[src/rtl/traffic_phase_scheduler.sv]
// traffic_phase_scheduler: demand-driven phase scheduler for a four-road intersection.
// Latches vehicle and pedestrian requests, grants road greens round-robin within
// min/max green limits and interleaves pedestrian walk phases.
// Ports:
//   clk, rst            - clock (rising edge), synchronous active-high reset
//   veh_req[3:0]        - vehicle detectors, bit i = road i+1
//   ped_req[3:0]        - crossing push buttons, bit i = crossing over road i+1
//   rd1..rd4            - road lights {red,yellow,green}
//   rd1c..rd4c          - crossing lights {red,clear,walk}
//   count               - phase timer
//   phase               - state code
//   road                - index of the last granted road
module traffic_phase_scheduler #(
   parameter int unsigned MIN_GREEN = 4,
   parameter int unsigned MAX_GREEN = 10,
   parameter int unsigned YELLOW    = 2,
   parameter int unsigned ALL_RED   = 1,
   parameter int unsigned WALK      = 6,
   parameter int unsigned PED_CLR   = 2
) (
   input  logic       clk,
   input  logic       rst,
   input  logic [3:0] veh_req,
   input  logic [3:0] ped_req,
   output logic [2:0] rd1,
   output logic [2:0] rd2,
   output logic [2:0] rd3,
   output logic [2:0] rd4,
   output logic [2:0] rd1c,
   output logic [2:0] rd2c,
   output logic [2:0] rd3c,
   output logic [2:0] rd4c,
   output logic [3:0] count,
   output logic [2:0] phase,
   output logic [1:0] road
);

   typedef enum logic [2:0] {
      S_ALLRED = 3'b000,
      S_GREEN  = 3'b001,
      S_YELLOW = 3'b010,
      S_WALK   = 3'b011,
      S_PCLR   = 3'b100
   } state_t;

   localparam logic [2:0] L_RED    = 3'b100;
   localparam logic [2:0] L_YELLOW = 3'b010;
   localparam logic [2:0] L_GREEN  = 3'b001;

   state_t     state;
   logic [3:0] veh_pend;
   logic [3:0] ped_pend;
   logic [3:0] walk_mask;
   logic       ped_last;

   logic [3:0] road_bit;
   logic [3:0] veh_in;
   logic [1:0] grant;
   logic       other_dem;
   logic       done;

   // Next-grant search, demand test and end-of-phase detection
   always_comb begin
      road_bit  = 4'b0001 << road;
      veh_in    = veh_req;
      grant     = road + 2'd1;
      other_dem = ((veh_pend & ~road_bit) != 4'd0) || (ped_pend != 4'd0);
      done      = 1'b0;
      // The granted road's own detector is meaningless while it already has right of way
      if (state == S_GREEN || state == S_YELLOW)
         veh_in = veh_req & ~road_bit;
      // Descending scan so the nearest road after the current one wins
      for (int k = 4; k >= 1; k--) begin
         if (veh_pend[2'(road + 2'(k))])
            grant = 2'(road + 2'(k));
      end
      case (state)
         S_ALLRED: done = (count == 4'(ALL_RED - 1));
         S_GREEN:  done = (count == 4'(MAX_GREEN - 1)) ||
                          ((count >= 4'(MIN_GREEN - 1)) && other_dem);
         S_YELLOW: done = (count == 4'(YELLOW - 1));
         S_WALK:   done = (count == 4'(WALK - 1));
         S_PCLR:   done = (count == 4'(PED_CLR - 1));
         default:  done = 1'b1;
      endcase
   end

   // Phase state machine, timer and request latches
   always_ff @(posedge clk) begin
      if (rst) begin
         state     <= S_ALLRED;
         count     <= 4'd0;
         road      <= 2'd3;
         veh_pend  <= 4'd0;
         ped_pend  <= 4'd0;
         walk_mask <= 4'd0;
         ped_last  <= 1'b0;
      end else begin
         veh_pend <= veh_pend | veh_in;
         ped_pend <= ped_pend | ped_req;
         count    <= count + 4'd1;
         if (done) begin
            count <= 4'd0;
            case (state)
               S_ALLRED: begin
                  if (ped_pend != 4'd0 && !ped_last) begin
                     state     <= S_WALK;
                     walk_mask <= ped_pend;
                     // Served bits clear, but a fresh press on this edge stays latched
                     ped_pend  <= ped_req;
                     ped_last  <= 1'b1;
                  end else begin
                     state    <= S_GREEN;
                     road     <= grant;
                     veh_pend <= (veh_pend | veh_in) & ~(4'b0001 << grant);
                     ped_last <= 1'b0;
                  end
               end
               S_GREEN:  state <= S_YELLOW;
               S_YELLOW: state <= S_ALLRED;
               S_WALK:   state <= S_PCLR;
               S_PCLR:   state <= S_ALLRED;
               default:  state <= S_ALLRED;
            endcase
         end
      end
   end

   function automatic logic [2:0] road_light(input state_t st, input logic [1:0] rd,
                                             input logic [1:0] idx);
      logic [2:0] l;
      l = L_RED;
      if (rd == idx && st == S_GREEN)  l = L_GREEN;
      if (rd == idx && st == S_YELLOW) l = L_YELLOW;
      return l;
   endfunction

   function automatic logic [2:0] cross_light(input state_t st, input logic sel);
      logic [2:0] l;
      l = L_RED;
      if (sel && st == S_WALK) l = L_GREEN;
      if (sel && st == S_PCLR) l = L_YELLOW;
      return l;
   endfunction

   // Light decode from registered state only
   assign rd1   = road_light(state, road, 2'd0);
   assign rd2   = road_light(state, road, 2'd1);
   assign rd3   = road_light(state, road, 2'd2);
   assign rd4   = road_light(state, road, 2'd3);
   assign rd1c  = cross_light(state, walk_mask[0]);
   assign rd2c  = cross_light(state, walk_mask[1]);
   assign rd3c  = cross_light(state, walk_mask[2]);
   assign rd4c  = cross_light(state, walk_mask[3]);
   assign phase = state;

endmodule
[config.mk]
export PLATFORM = sky130hd
export DESIGN_NAME = traffic_phase_scheduler
export DESIGN_NICKNAME = d
export VERILOG_FILES = /design/src/rtl/traffic_phase_scheduler.sv
export SDC_FILE = /design/constraint.sdc
export NUM_CORES = 1
export LEC_CHECK = 0
export CORE_MARGIN = 1.5
export CORE_UTILIZATION = 48
export CTS_CLUSTER_DIAMETER = 80
export CTS_CLUSTER_SIZE = 40
export DETAILED_ROUTE_END_ITERATION = 12
export PLACE_DENSITY = 0.8
export RECOVER_POWER = 100
export SETUP_SLACK_MARGIN = 0.15
export SLEW_MARGIN = 20
export SYNTH_ARGS = -nofsm -noshare
export SYNTH_HDL_FRONTEND = slang
export SYNTH_SLANG_ARGS = --single-unit
[constraint.sdc]
create_clock -name clk -period 2.88 [get_ports clk]
set_clock_uncertainty 0.05 [all_clocks]
set_input_delay 0.72 -clock clk [delete_from_list [all_inputs] [get_ports clk]]
set_output_delay 0.72 -clock clk [all_outputs]
set_load 0.01 [all_outputs]
Yosys cells after proc, flatten, opt, wreduce, memory -nomap -nowiden
Index checks and enable logic that the tools add are counted.
{"block": "classes", "shifts": 2, "n_bitwise": 8, "n_reduce_logical": 32, "order_cmp": 5, "n_div": 0, "muxes": 39, "addsub": 4, "n_eq_ne": 10, "mul": 0}
{"op": "two-way mux 3 bit", "count": 16}
{"op": "two-way mux 4 bit", "count": 7}
{"op": "logical AND 1 bit", "count": 18}
{"op": "AND 4 bit", "count": 3}
{"op": "less-than comparator 2 x 3 -> 1 bit, second input constant", "count": 4}
{"op": "two-way mux 2 bit", "count": 5}
{"op": "one-hot mux 3 bit (3 select lines)", "count": 1}
{"op": "binary-select mux 1 bit (select 2 bit)", "count": 4}
{"op": "NOT 4 bit", "count": 2}
{"op": "OR 4 bit", "count": 2}
{"op": "nonzero test 4 bit", "count": 2}
{"op": "left shift 1 x 2 -> 4 bit, first input constant", "count": 2}
{"op": "== test 3 x 2 -> 1 bit, second input constant", "count": 2}
{"op": "AND reduction 3 bit", "count": 2}
{"op": "two-way mux 1 bit", "count": 5}
{"op": "adder 2 bit, second input constant", "count": 2}
{"op": "adder 4 x 1 -> 4 bit, second input constant", "count": 1}
{"op": "== test 2 bit, second input constant", "count": 2}
{"op": "== test 4 x 1 -> 1 bit, second input constant", "count": 1}
{"op": "== test 4 x 3 -> 1 bit, second input constant", "count": 1}
{"op": "== test 4 bit, second input constant", "count": 1}
{"op": "greater-or-equal comparator 4 x 2 -> 1 bit, second input constant", "count": 1}
{"op": "zero test 4 bit", "count": 1}
{"op": "one-hot mux 1 bit (4 select lines)", "count": 1}
{"op": "other kinds (11)", "count": 14}
{"block": "word_totals", "latch_bits": 0, "n_memories": 0, "output_inout_bits": 33, "mem_bits_rw": 0, "word_cells": 107, "input_bits": 10, "reg_bits": 22, "romBits": 0}

Depth between registers and ports, before layout
Gate-level depths: netlist of the first run.
{"block": "logic_depth", "word_depth": 12, "ltp_mapped": 8, "depth_no_buf": 7}

Worst setup path before layout of the first run
Ideal clock, no wire load.
{"block": "synth_timing", "kind": "register to register", "startpoint": "register road[1]", "endpoint": "register veh_pend[3]", "n_path_buf": 1, "setup_ns": 0.079, "arrival_ns": 2.082, "synth_period_minus_slack_ns": 2.212, "required_time_ns": 2.751, "path_stages_with_launch": 8, "slack_ns": 0.668, "cell_sequence": "dfxtp_1 -> inv_2 -> ha_1 -> buf_6 -> mux2_4 -> a311oi_4 -> a32oi_2 -> a211oi_2"}
{"block": "synth_via", "elab_chain_cells": 12, "word_cells_on_any_way": 32, "cone_classes": "add/sub: 3; shift: 2; mux: 17; bitwise: 6; reduce/logical: 4"}
{"element": "start, declared", "line": "35", "rtl": "output logic [1:0] road"}
{"element": "start signal, assigned", "line": "114", "rtl": "road <= grant;"}
{"element": "adder 2 bit or binary-select mux 1 bit (select 2 bit) (tied branches)", "line": "74, 75"}
{"element": "binary-select mux 1 bit (select 2 bit) or two-way mux 1 bit (tied branches)", "line": "74", "rtl": "if (veh_pend[2'(road + 2'(k))])"}
{"element": "two-way mux 1 bit (not written as such) or two-way mux 2 bit (tied branches)", "line": "74"}
{"element": "two-way mux 2 bit (3 in a row)", "line": "74"}
{"element": "left shift 1 x 2 -> 4 bit", "line": "115", "rtl": "veh_pend <= (veh_pend | veh_in) & ~(4'b0001 << grant);"}
{"element": "NOT 4 bit", "line": "115"}
{"element": "AND 4 bit", "line": "115"}
{"element": "two-way mux 4 bit", "line": "106", "rtl": "if (ped_pend != 4'd0 && !ped_last) begin"}
{"element": "two-way mux 4 bit", "line": "104", "rtl": "case (state)"}
{"element": "two-way mux 4 bit *", "line": "102", "rtl": "if (done) begin"}
{"element": "end signal, assigned", "line": "99", "rtl": "veh_pend <= veh_pend | veh_in;"}
{"element": "end signal, assigned", "line": "115"}
{"element": "end, declared", "line": "51", "rtl": "logic [3:0] veh_pend;"}
Mark *: on every way between the ends. The rest lies on a longest branch, timed or not. The select of a mux whose other input is x is not followed.
A chain may end at the register's enable or synchronous reset.

Final worst setup path of the first run
{"block": "layout_timing", "startpoint": "register state[2] (netlist: phase[2])", "endpoint": "output rd4c[2]"}
{"block": "layout_via", "elab_chain_cells": 4, "word_cells_on_any_way": 6, "cone_classes": "eq/ne: 2; mux: 2; reduce/logical: 2"}
{"element": "start, declared", "line": "50", "rtl": "state_t state;"}
{"element": "start signal, assigned", "line": "91", "rtl": "state <= S_ALLRED;"}
{"element": "start signal, assigned", "line": "107", "rtl": "state <= S_WALK;"}
{"element": "start signal, assigned", "line": "113", "rtl": "state <= S_GREEN;"}
{"element": "== test 3 x 2 -> 1 bit", "line": "141", "rtl": "if (sel && st == S_WALK) l = L_GREEN;"}
{"element": "logical AND 1 bit", "line": "141"}
{"element": "two-way mux 3 bit", "line": "141"}
{"element": "two-way mux 3 bit *", "line": "142", "rtl": "if (sel && st == S_PCLR) l = L_YELLOW;"}
{"element": "end, declared", "line": "32", "rtl": "output logic [2:0] rd4c,"}
Mark *: on every way between the ends. The rest lies on a longest branch, timed or not.

==> results of run 1 <==
-- logic make-up (layout without fill, tap and decap cells) --
kind of cell / after synthesis / count (layout) / share of synthesized area
simple gates: 76 / 76 / 0.288
compound gates: 45 / 45 / 0.226
flops: 22 / 22 / 0.283
buf+inv: 20 / 57 / 0.0595
mux: 9 / 9 / 0.0651
fa+ha+maj: 7 / 7 / 0.0563
xor+xnor: 4 / 4 / 0.0225
-- cells in the final DEF, fill, tap and decap left out, drive strengths merged, types with 4 or more instances in the layout --
master,count
a211oi,6
a21oi,12
and2,9
and3,9
clkbuf,5
clkdlybuf4s50,29
dfxtp,22
dlygate4sd3,13
ha,7
inv,8
mux2i,6
nand2,10
nor2,22
nor2b,4
nor3,6
o21ai,5
o22ai,4
-- stage by stage --
step | total power, uW | cell area [um^2]
CTS | 1900 | 2040
global route | 2000 | 2000
floorplan | 1390 | 1560
global placement | 1680 | 1990
finish | 1860 | 2000
detailed placement | 1720 | 1990
-- sequential cells by signal, indices dropped and copies added, names as in the netlist --
name	cells
phase	3
walk_mask	4
ped_pend	4
count	4
ped_last	1
road	2
veh_pend	4
-- routing by layer --
metal,up-vias,track usage
li1,727,-
met1,689,0.292
met2,63,0.382
met3,7,0.0368
met4,0,0.0825
met5,-,0
-- power by group through the flow --
stage / Clock, uW / Sequential, uW / Combinational, uW
6_report: 171 / 547 / 1140
5_1_grt: 190 / 564 / 1250
4_1_cts: 177 / 546 / 1180
3_5_place_dp: 0 / 547 / 1170
3_3_place_gp: 0 / 536 / 1140
2_1_floorplan: 0 / 480 / 909
-- path summary, 6_finish.rpt --
check	from	endpoint	slack (ns)
min	ped_last	ped_last	0.46
max reg2reg	road[0]	veh_pend[2]	0.33
min reg2reg	ped_last	ped_last	0.46
max	phase[2]	rd4c[2]	0.18
-- critical path, stage by stage (launching register included) --
cell and delay, ns:
dfxtp_1 0.46, nor3b_2 0.32, and2_1 0.20, nor2_1 0.05, dlygate4sd3_1 0.59
-- cell type report --
cell class	instances	area, um^2	share of cell area
multi-input cells	141	1000	0.499
flip-flops and latches	22	443	0.221
repair buffers	45	439	0.219
well taps	44	55.1	0.0275
clock buffers	4	36.3	0.0181
inverters	8	30.0	0.0150
==> results.md, run 1 <==
- Status: finished, final reports clean
- Final Hold Fails: 0
- WP data required: 2.11 ns
- PortBufs: 42
- Mapped Cells: 183
- Total track usage: 0.228
- Initial antenna violation count: 0
- Worst r2r path cells: 7
- Boundary pin count: 43
- CTS buffer count: 3
- Vias: 1,486
- Drt wl/cell: 14.7 um
- Power Density: 926 nW/um^2
- Worst path arrival time: 1.93 ns
- Largest net degree at the start of global routing: 14
- Period utilization: 0.937
- Fraction of layout cells with a size suffix above 1: 0.105
- Placed insts: 260
- CORE AREA: 3080 um^2
- Setup CP Type: reg2out
- Final Critical Period: 2.70 ns
- RSZ-0062 raised after global routing: false
- DIE AREA: 3590 um^2
- Synth warn: 0
- Global route overflow: 0
- Vias in the first global route: 1,410
- H-tree depth: 1
- WHS: 0.457 ns
- N_diodes: 0
- Met1 wire length: 1.70 mm
- Metal2 WL: 1.88 mm
- Static leakage: 0.000815 uW
- Router iterations before antenna repair: 4
- Final Non-Filler Cells: 264
- Post-synth EDFFs: 0
- Setup WS pre-CTS: 0.393 ns
- Hold path depth: 2
- Seq/Total Area, Yosys: 0.283
- Global placement routability congestion: 0.881
- Relative slew slack: 0.599
- CTS Hold Bufs: 0
- Synth top cells by count: dfxtp_1 (22), nor2_1 (22), a21oi_1 (12)
- Mapped Area: 1560 um^2
- Die height: 59.9 um
- Reg power frac: 0.295
- Yosys top cell by area: dfxtp_1
- Synth unique cells: 53
- Worst-path clk slew: 0.12 ns
- Final #Nets: 238
- Vias per std cell: 5.63
- Final WL: 3.88 mm
- Yosys reg bits: 22
- Max cap viols: 0
- Post-CTS sizing: 3
- Largest cells by area after synthesis: dfxtp_1 (28%), ha_1 (5.6%), nor2_1 (5.3%)
- Dpl hpwl: 3.00 mm
- TNS Setup: 0 ns
- Worst Slack Setup Final: 0.182 ns
- Mapped Avg Cell Area: 8.51 um^2
- DRC viols: 0
- Metal3 WL: 234 um
- Sw Share: 0.459
- Worst skew pair latency: 0.31 ns
- Hold Path Class: reg2reg
- Asr flop ratio synth: 0
- Area Overhead vs Synth: 28.7%
- Clk buf depth: 2
- CTS Sinks: 22
- # fillers: 285
- Final Slew Violations: 0
- Int Power: 1000 uW
- Actual slew at the worst max-slew pin: 0.593 ns
- Clock share of power: 0.092
- Area fraction of the dominant cell type after synthesis: 0.283
- # setup viols final: 0
- Setup crit start kind: flop
- Die W: 59.9 um
- Iteration-0 DRC Markers: 67
- Prevailing post-synth register cell: dfxtp_1
- P_sw: 853 uW
- Initial core utilization: 0.506
- Final core area utilization: 0.651
- IR drop worst, VDD: 0.381 mV
- Comb pwr share: 0.613
- Setup crit end kind: primary output
- Top sig layer: met4
- TritonCTS clock tree: built
- Achievable frequency: 0.371 GHz
- Global-route wire length before repair: 6.24 mm
- Post-Syn Nets: 200
- Setup Buffers After CTS: 0
- Remaining antenna violation count after routing: 0
- Core Rows: 20
- Worst Path Max Fanout: 8
- Clock Root Buffer: clkbuf_4
No activity file was read; power rests on OpenSTA's default activity.
==> run 2: changes to the inputs <==
Settings changed: SKIP_LAST_GASP set to 1, SLEW_MARGIN 20 to 40.
==> results of run 2 <==
Same layout as run 1: the final DEF is identical, and so are final timing and power.
